$ cat src/rtl/spi_rx_deser.sv
// rtl/spi_rx_deser.sv - SPI slave receive deserializer with sclk oversampling and valid/ready output
// All logic runs on clk. cs/sclk/mosi are synchronized, and the edge events are registered before the frame FSM.
module spi_rx_deser #(
    parameter int W    = 12,
    parameter int LEAD = 1,
    parameter int TAIL = 1
) (
    input  logic         clk,
    input  logic         rst_n,
    input  logic         cs_i,
    input  logic         sclk_i,
    input  logic         mosi_i,
    output logic [W-1:0] dout_o,
    output logic         dout_valid_o,
    input  logic         dout_ready_i,
    output logic         frame_err_o,
    output logic         overrun_o
);
    localparam int CW = $clog2(W + LEAD + TAIL + 1);

    typedef enum logic [1:0] {S_IDLE, S_LEAD, S_SHIFT, S_TAIL} state_t;

    logic [2:0]    cs_q, sclk_q, mosi_q;
    logic          cs_fall_q, cs_rise_q, fall_q;
    logic [1:0]    settle_q;
    logic          armed_q;
    state_t        st_q, st_d;
    logic [CW-1:0] cnt_q, cnt_d;
    logic          bad_q, bad_d;
    logic [W-1:0]  shreg_q, shreg_d;
    logic [W-1:0]  dout_q;
    logic          dout_valid_q, frame_err_q, overrun_q;
    logic          good_frame;

    // Arming waits until the synchronizers hold real pin values and cs has been seen high,
    // so a frame already in progress at reset release is never picked up.
    always_ff @(posedge clk or negedge rst_n) begin
        if (!rst_n) begin
            cs_q      <= 3'b111;
            sclk_q    <= 3'b000;
            mosi_q    <= 3'b000;
            cs_fall_q <= 1'b0;
            cs_rise_q <= 1'b0;
            fall_q    <= 1'b0;
            settle_q  <= 2'd0;
            armed_q   <= 1'b0;
        end else begin
            cs_q      <= {cs_q[1:0], cs_i};
            sclk_q    <= {sclk_q[1:0], sclk_i};
            mosi_q    <= {mosi_q[1:0], mosi_i};
            cs_fall_q <= cs_q[2] & ~cs_q[1] & armed_q;
            cs_rise_q <= ~cs_q[2] & cs_q[1];
            fall_q    <= sclk_q[2] & ~sclk_q[1];
            if (settle_q != 2'd3) settle_q <= settle_q + 2'd1;
            if (settle_q == 2'd3 && cs_q[1]) armed_q <= 1'b1;
        end
    end

    // Effect of this cycle's sclk fall; a simultaneous cs_rise is judged on these values.
    always_comb begin
        st_d    = st_q;
        cnt_d   = cnt_q;
        bad_d   = bad_q;
        shreg_d = shreg_q;
        if (fall_q) begin
            case (st_q)
                S_LEAD: begin
                    if (cnt_q == CW'(LEAD - 1)) begin
                        st_d  = S_SHIFT;
                        cnt_d = '0;
                    end else begin
                        cnt_d = cnt_q + 1'b1;
                    end
                end
                S_SHIFT: begin
                    shreg_d[cnt_q] = mosi_q[2];
                    if (cnt_q == CW'(W - 1)) begin
                        st_d  = S_TAIL;
                        cnt_d = '0;
                    end else begin
                        cnt_d = cnt_q + 1'b1;
                    end
                end
                S_TAIL: begin
                    if (cnt_q == CW'(TAIL)) bad_d = 1'b1;
                    else                    cnt_d = cnt_q + 1'b1;
                end
                default: ;
            endcase
        end
    end

    assign good_frame = (st_d == S_TAIL) && (cnt_d == CW'(TAIL)) && !bad_d;

    always_ff @(posedge clk or negedge rst_n) begin
        if (!rst_n) begin
            st_q         <= S_IDLE;
            cnt_q        <= '0;
            bad_q        <= 1'b0;
            shreg_q      <= '0;
            dout_q       <= '0;
            dout_valid_q <= 1'b0;
            frame_err_q  <= 1'b0;
            overrun_q    <= 1'b0;
        end else begin
            frame_err_q <= 1'b0;
            overrun_q   <= 1'b0;
            if (dout_valid_q && dout_ready_i) dout_valid_q <= 1'b0;
            if (st_q == S_IDLE) begin
                if (cs_fall_q) begin
                    st_q    <= S_LEAD;
                    cnt_q   <= '0;
                    bad_q   <= 1'b0;
                    shreg_q <= '0;
                end
            end else if (cs_rise_q) begin
                st_q    <= S_IDLE;
                cnt_q   <= '0;
                bad_q   <= bad_d;
                shreg_q <= shreg_d;
                if (!good_frame) begin
                    frame_err_q <= 1'b1;
                end else if (!dout_valid_q || dout_ready_i) begin
                    dout_q       <= shreg_d;
                    dout_valid_q <= 1'b1;
                end else begin
                    overrun_q <= 1'b1;
                end
            end else begin
                st_q    <= st_d;
                cnt_q   <= cnt_d;
                bad_q   <= bad_d;
                shreg_q <= shreg_d;
            end
        end
    end

    assign dout_o       = dout_q;
    assign dout_valid_o = dout_valid_q;
    assign frame_err_o  = frame_err_q;
    assign overrun_o    = overrun_q;
endmodule

$ cat config.mk
export PLATFORM = sky130hd
export DESIGN_NAME = spi_rx_deser
export DESIGN_NICKNAME = d
export VERILOG_FILES = /design/src/rtl/spi_rx_deser.sv
export SDC_FILE = /design/constraint.sdc
export NUM_CORES = 1
export LEC_CHECK = 0
export ABC_AREA = 0
export CAP_MARGIN = 20
export CORE_UTILIZATION = 60
export CTS_CLUSTER_SIZE = 14
export DETAILED_ROUTE_END_ITERATION = 6
export PLACE_DENSITY = 0.82
export SLEW_MARGIN = 15
export SYNTH_ARGS = -nofsm -noshare
export SYNTH_HDL_FRONTEND = slang
export SYNTH_SLANG_ARGS = --single-unit
$ cat constraint.sdc
create_clock -name clk -period 3.6 [get_ports clk]
set_input_delay 1.08 -clock clk [delete_from_list [all_inputs] [get_ports clk]]
set_output_delay 1.08 -clock clk [all_outputs]
set_load 0.005 [all_outputs]
# Yosys cells after proc, flatten, opt, wreduce, memory -nomap -nowiden
# Index checks and enable logic that the tools add are counted.
# totals
elab_cells,88
inputBits,6
register_bits,49
# op_classes
order_cmp,2
eq_ne,10
muxes,39
bitwise,8
add_sub_neg,2
n_reduce_logical,11
# ops
operator,n
12-bit two-way mux,4
4-bit two-way mux,7
1-bit two-way mux,18
12-bit bitwise mux,1
2-bit two-way mux,6
4-bit one-hot mux with 3 select lines,1
2-bit == test (second input constant),4
4-bit by 1-bit == test with 1-bit output (second input constant),2
1-bit logical AND,5
4-bit by 5-bit less-than comparator with 1-bit output (second input constant),1
4-bit by 1-bit adder with 4-bit output (second input constant),1
1-bit AND,4
1-bit demux with 4-bit select,1
4-bit == test (second input constant),1
4-bit by 1-bit >= comparator with 1-bit output (second input constant),1
4-bit zero test,1
2-bit inequality test (second input constant),2
1-bit NOT,4
2-bit one-hot mux with 2 select lines,1
4-bit AND reduction,1
2-bit by 1-bit adder with 2-bit output (second input constant),1
2-bit by 1-bit == test with 1-bit output (second input constant),1
1-bit zero test,2
2-bit zero test,1
1-bit logical OR,1

# Logic depth before layout (Yosys ltp)
# logic_depth
depth_word,10
mapped_depth,9

# Worst setup path before layout
# No wires, ideal clock.
# synth_path
path_kind,flip-flop to flip-flop
startpoint,register cnt_q[0]
endpoint,"register dout_q[10], in the netlist dout_o[10]"
slack_ns,1.211
n_path_buf,0
required_ns,3.472
period_less_slack_ns,2.389
path_stages_with_launch,8
t_arrival_ns,2.261
cell_sequence,dfrtp_1 -> inv_1 -> ha_1 -> or4b_4 -> a32o_1 -> a31o_1 -> nor4_4 -> mux2_1
# synth_via
elab_chain_len,8
word_cells_on_any_way,30
classes_between,add/sub (1); order compare (2); eq/ne (4); mux (17); reduce/logical (6)
# synth_lines
element,line_no,text
start: declaration,28,"logic [CW-1:0] cnt_q, cnt_d;"
start signal: assignment,131,cnt_q <= cnt_d;
4-bit by 1-bit adder with 4-bit output (tied with other cells),"72, 81, 86",
4-bit two-way mux (tied with other cells),85,if (cnt_q == CW'(TAIL)) bad_d = 1'b1;
4-bit one-hot mux with 3 select lines or 2-bit one-hot mux with 2 select lines (tied branches),66,case (st_q)
4-bit two-way mux or 2-bit two-way mux (tied branches),65,if (fall_q) begin
4-bit by 1-bit == test with 1-bit output or 2-bit == test (tied branches),93,assign good_frame = (st_d == S_TAIL) && (cnt_d == CW'(TAIL)) && !bad_d;
1-bit logical AND (2 in series),93,
4-bit AND reduction (no line),n/a,
end signal: assignment,124,dout_q <= shreg_d;
end: declaration,31,logic [W-1:0] dout_q;
# Several ways; a longest one is shown, not always the timed one.
# A chain may end at the register's enable or synchronous reset.

# Worst setup path after layout
# Ends and elaborated chain as after synthesis.

==> impl_metrics.ini <==
[sta]
setup_viol = 0
slew-limit-headroom_pct = 55.11
finClkSkew_ns = 0.004605
setup_tns_ns = 0
max_freq_ghz = 0.3606
fin_crit_sh_pct = 77.02
fin_crit_ns = 2.773
setup_slack_ns = 0.8272
slew_violations = 0
tightest_slew_ns = 0.6713
hold_viol = 0
rsz0062_at_grt = no

[placed_design]
globalplace.congestion = 0.9273
placed_cell_area_um2 = 2675
dp_hpwl_um = 3166
io_buffer_count = 20
pre_cts_ws_ns = 0.7585

[yosys]
netlist_top_cells_count = 46 x dfrtp_1, 23 x mux2i_1, 22 x nand2_1
ys_seq_area_share_pct = 50.03
ys_ff_latch = 49
yosys.area.top_type = dfrtp_1
ys_async_sr_fraction_pct = 100.0
ys_warn_count = 0
syn_avg_cell_area_um2 = 10.46
synth.top_cells.by_area = dfrtp_1 47%, mux2i_1 9.4%, ha_1 5.1%
synth_top_area_share_pct = 46.82
syn-num-nets = 251
synth.most_common_cell = dfrtp_1
synthCells = 235
ys_types = 47
yosys_most_used_dff = dfrtp_1
synth_area_um2 = 2459
synth-edff-count = 0

[power_and_ir_drop]
power_switching_mw = 0.4328
p_per_area_nw_per_um2 = 476.2
pwr-share-clk_pct = 29.2
p_int_mw = 0.9055
p_sw_share_pct = 32.34
p_leak_nw = 1.190
p_comb_share_pct = 25.6
pwr-share-seq_pct = 45.2
ir_drop_v = 0.0003500

[detailed_routing]
drc = 0
wire_per_inst_um = 15.23
viasPerCell = 5.832
num_vias = 1773
postRouteAntennaNets = 0
totalWireLength_um = 4631
first_pass_iters = 4
drt_iter0_markers = 141

[critical_path]
worst_path_dominant_cell_family = simple AND/OR/NAND/NOR gates
rrSetupSlack_ns = 0.83
crit_chain = ha_1 -> or4bb_1 -> a32o_1 -> a31o_1 -> nor4_4 -> buf_4 -> mux2_1
end_kind = flop
worstSetupStartpointType = flop
crit_path_max_fanout = 12
critPathMaxStageDelay_ns = 0.56
crit_type = flop to flop
cp_num_buf_inv = 1
required_ns = 3.79
critPathArrivalTime_ns = 2.97
crit_slowest_cell = or4bb_1

[die]
dieWidth_um = 66.02
start_util_pct = 64.72
ios = 21
core_um2 = 3799
rows = 22
die-area_um2 = 4358
dieHeight_um = 66.02

[clock_tree]
cts-resized-gates = 0
ctsHoldBuffers = 0
h-tree-depth = 2
cts.sinks = 49
clkLatencyLatePin_ns = 0.30
cts_tree = yes
clk_pin_slew_ns = 0.09
numCtsBuffers = 5
cts.path.max_buffers = 2
cts_root_buffer = clkbuf_8
post-cts-setup-buffers = 0

[cells_and_area]
area_growth_pct = 14.30
drive_gt1_share_pct = 8.594
stdcell_area_um2 = 2810
antennaDiodeCount = 0
nNetsFinal = 271

[run_status]
status = finished clean

[global_routing]
grt_pass1_vias = 1677
antenna_found_initial = 0
grt_max_degree = 50
grt_usage_pct = 23.82
grt_pass1_wl_um = 7762
grt-ovfl-total = 0

[flow_run]
cap_violations = 0

[min_path]
hp-class = flop to flop
[stage by stage]
step	cells	hold slack (ns)	power, mW	utilization [%]
floorplan	235	0.3312	0.8577	-
global placement	295	0.3333	0.9393	70.42
detailed placement	295	0.3347	0.9499	70.42
CTS	303	0.3597	1.342	73.45
global route	304	0.3692	1.400	73.98
finish	304	0.3551	1.338	73.98
[per-layer routing]
metal / share of wire, % / track usage [%]
met1: 47 / 32.03
met2: 48 / 37.76
met3: 3.8 / 5.690
met4: 1.2 / 8.245
met5: 0 / 0
[cell families after synthesis]
| logic type | synth area share (%) |
|---|---|
| compound gates | 11.30 |
| mux | 10.74 |
| simple gates | 17.71 |
| buf+inv | 4.784 |
| fa+ha+maj | 5.089 |
| xor+xnor | 0.3563 |
| flops | 50.03 |
[path summary, 6_finish.rpt]
| check | end | cells after the start | from |
|---|---|---|---|
| setup / recovery | dout_o[10]$_DFFE_PN0P_ | 7 | cnt_q[0]$_DFFE_PN0P_ |
| hold / removal | mosi_q[2]$_DFF_PN0_ | 0 | mosi_q[1]$_DFF_PN0_ |
| setup reg to reg | dout_o[10]$_DFFE_PN0P_ | 7 | cnt_q[0]$_DFFE_PN0P_ |
| hold reg to reg | mosi_q[2]$_DFF_PN0_ | 0 | mosi_q[1]$_DFF_PN0_ |
| max in group asynchronous | cs_q[0]$_DFF_PN1_ | 2 | rst_n |
| min in group asynchronous | fall_q$_DFF_PN0_ | 1 | rst_n |
[flip-flops by register name, indices dropped and copies added (netlist names), 2 cells and up]
signal / flops
cs_q: 3
mosi_q: 3
cnt_q: 4
settle_q: 2
shreg_q: 12
sclk_q: 3
dout_o: 12
st_q: 2
[cell type report]
| cell class | count | area, um2 |
|---|---|---|
| clock buffer | 5 | 68.82 |
| clock inverter | 3 | 46.29 |
| fill | 269 | 988.4 |
| inverter | 17 | 63.81 |
| multi-input combinational | 159 | 1111 |
| sequential | 49 | 1230 |
| tap | 48 | 60.06 |
| timing repair buffer | 23 | 230.2 |
[power by group through the flow]
stage	clock, mW	sequential [mW]	combinational (mW)
floorplan	0	0.605	0.253
global placement	0	0.613	0.326
detailed placement	0	0.615	0.335
CTS	0.398	0.604	0.340
global route	0.412	0.609	0.380
finish	0.391	0.605	0.343
[layout by cell type, fill, tap and decap left out, types with 4 or more instances in the layout]
master | Yosys | final
a21oi_1 | 4 | 4
clkbuf_8 | 0 | 5
inv_1 | 17 | 17
clkdlybuf4s50_1 | 0 | 19
nor2_1 | 21 | 21
ha_1 | 10 | 10
dfrtp_1 | 46 | 46
nand3_1 | 6 | 6
o22ai_1 | 12 | 12
mux2i_1 | 23 | 23
o21ai_0 | 7 | 7
nand2b_1 | 5 | 5
nor2b_1 | 5 | 5
nand2_1 | 22 | 22
Note: power is estimated with default switching activity, not from simulation.
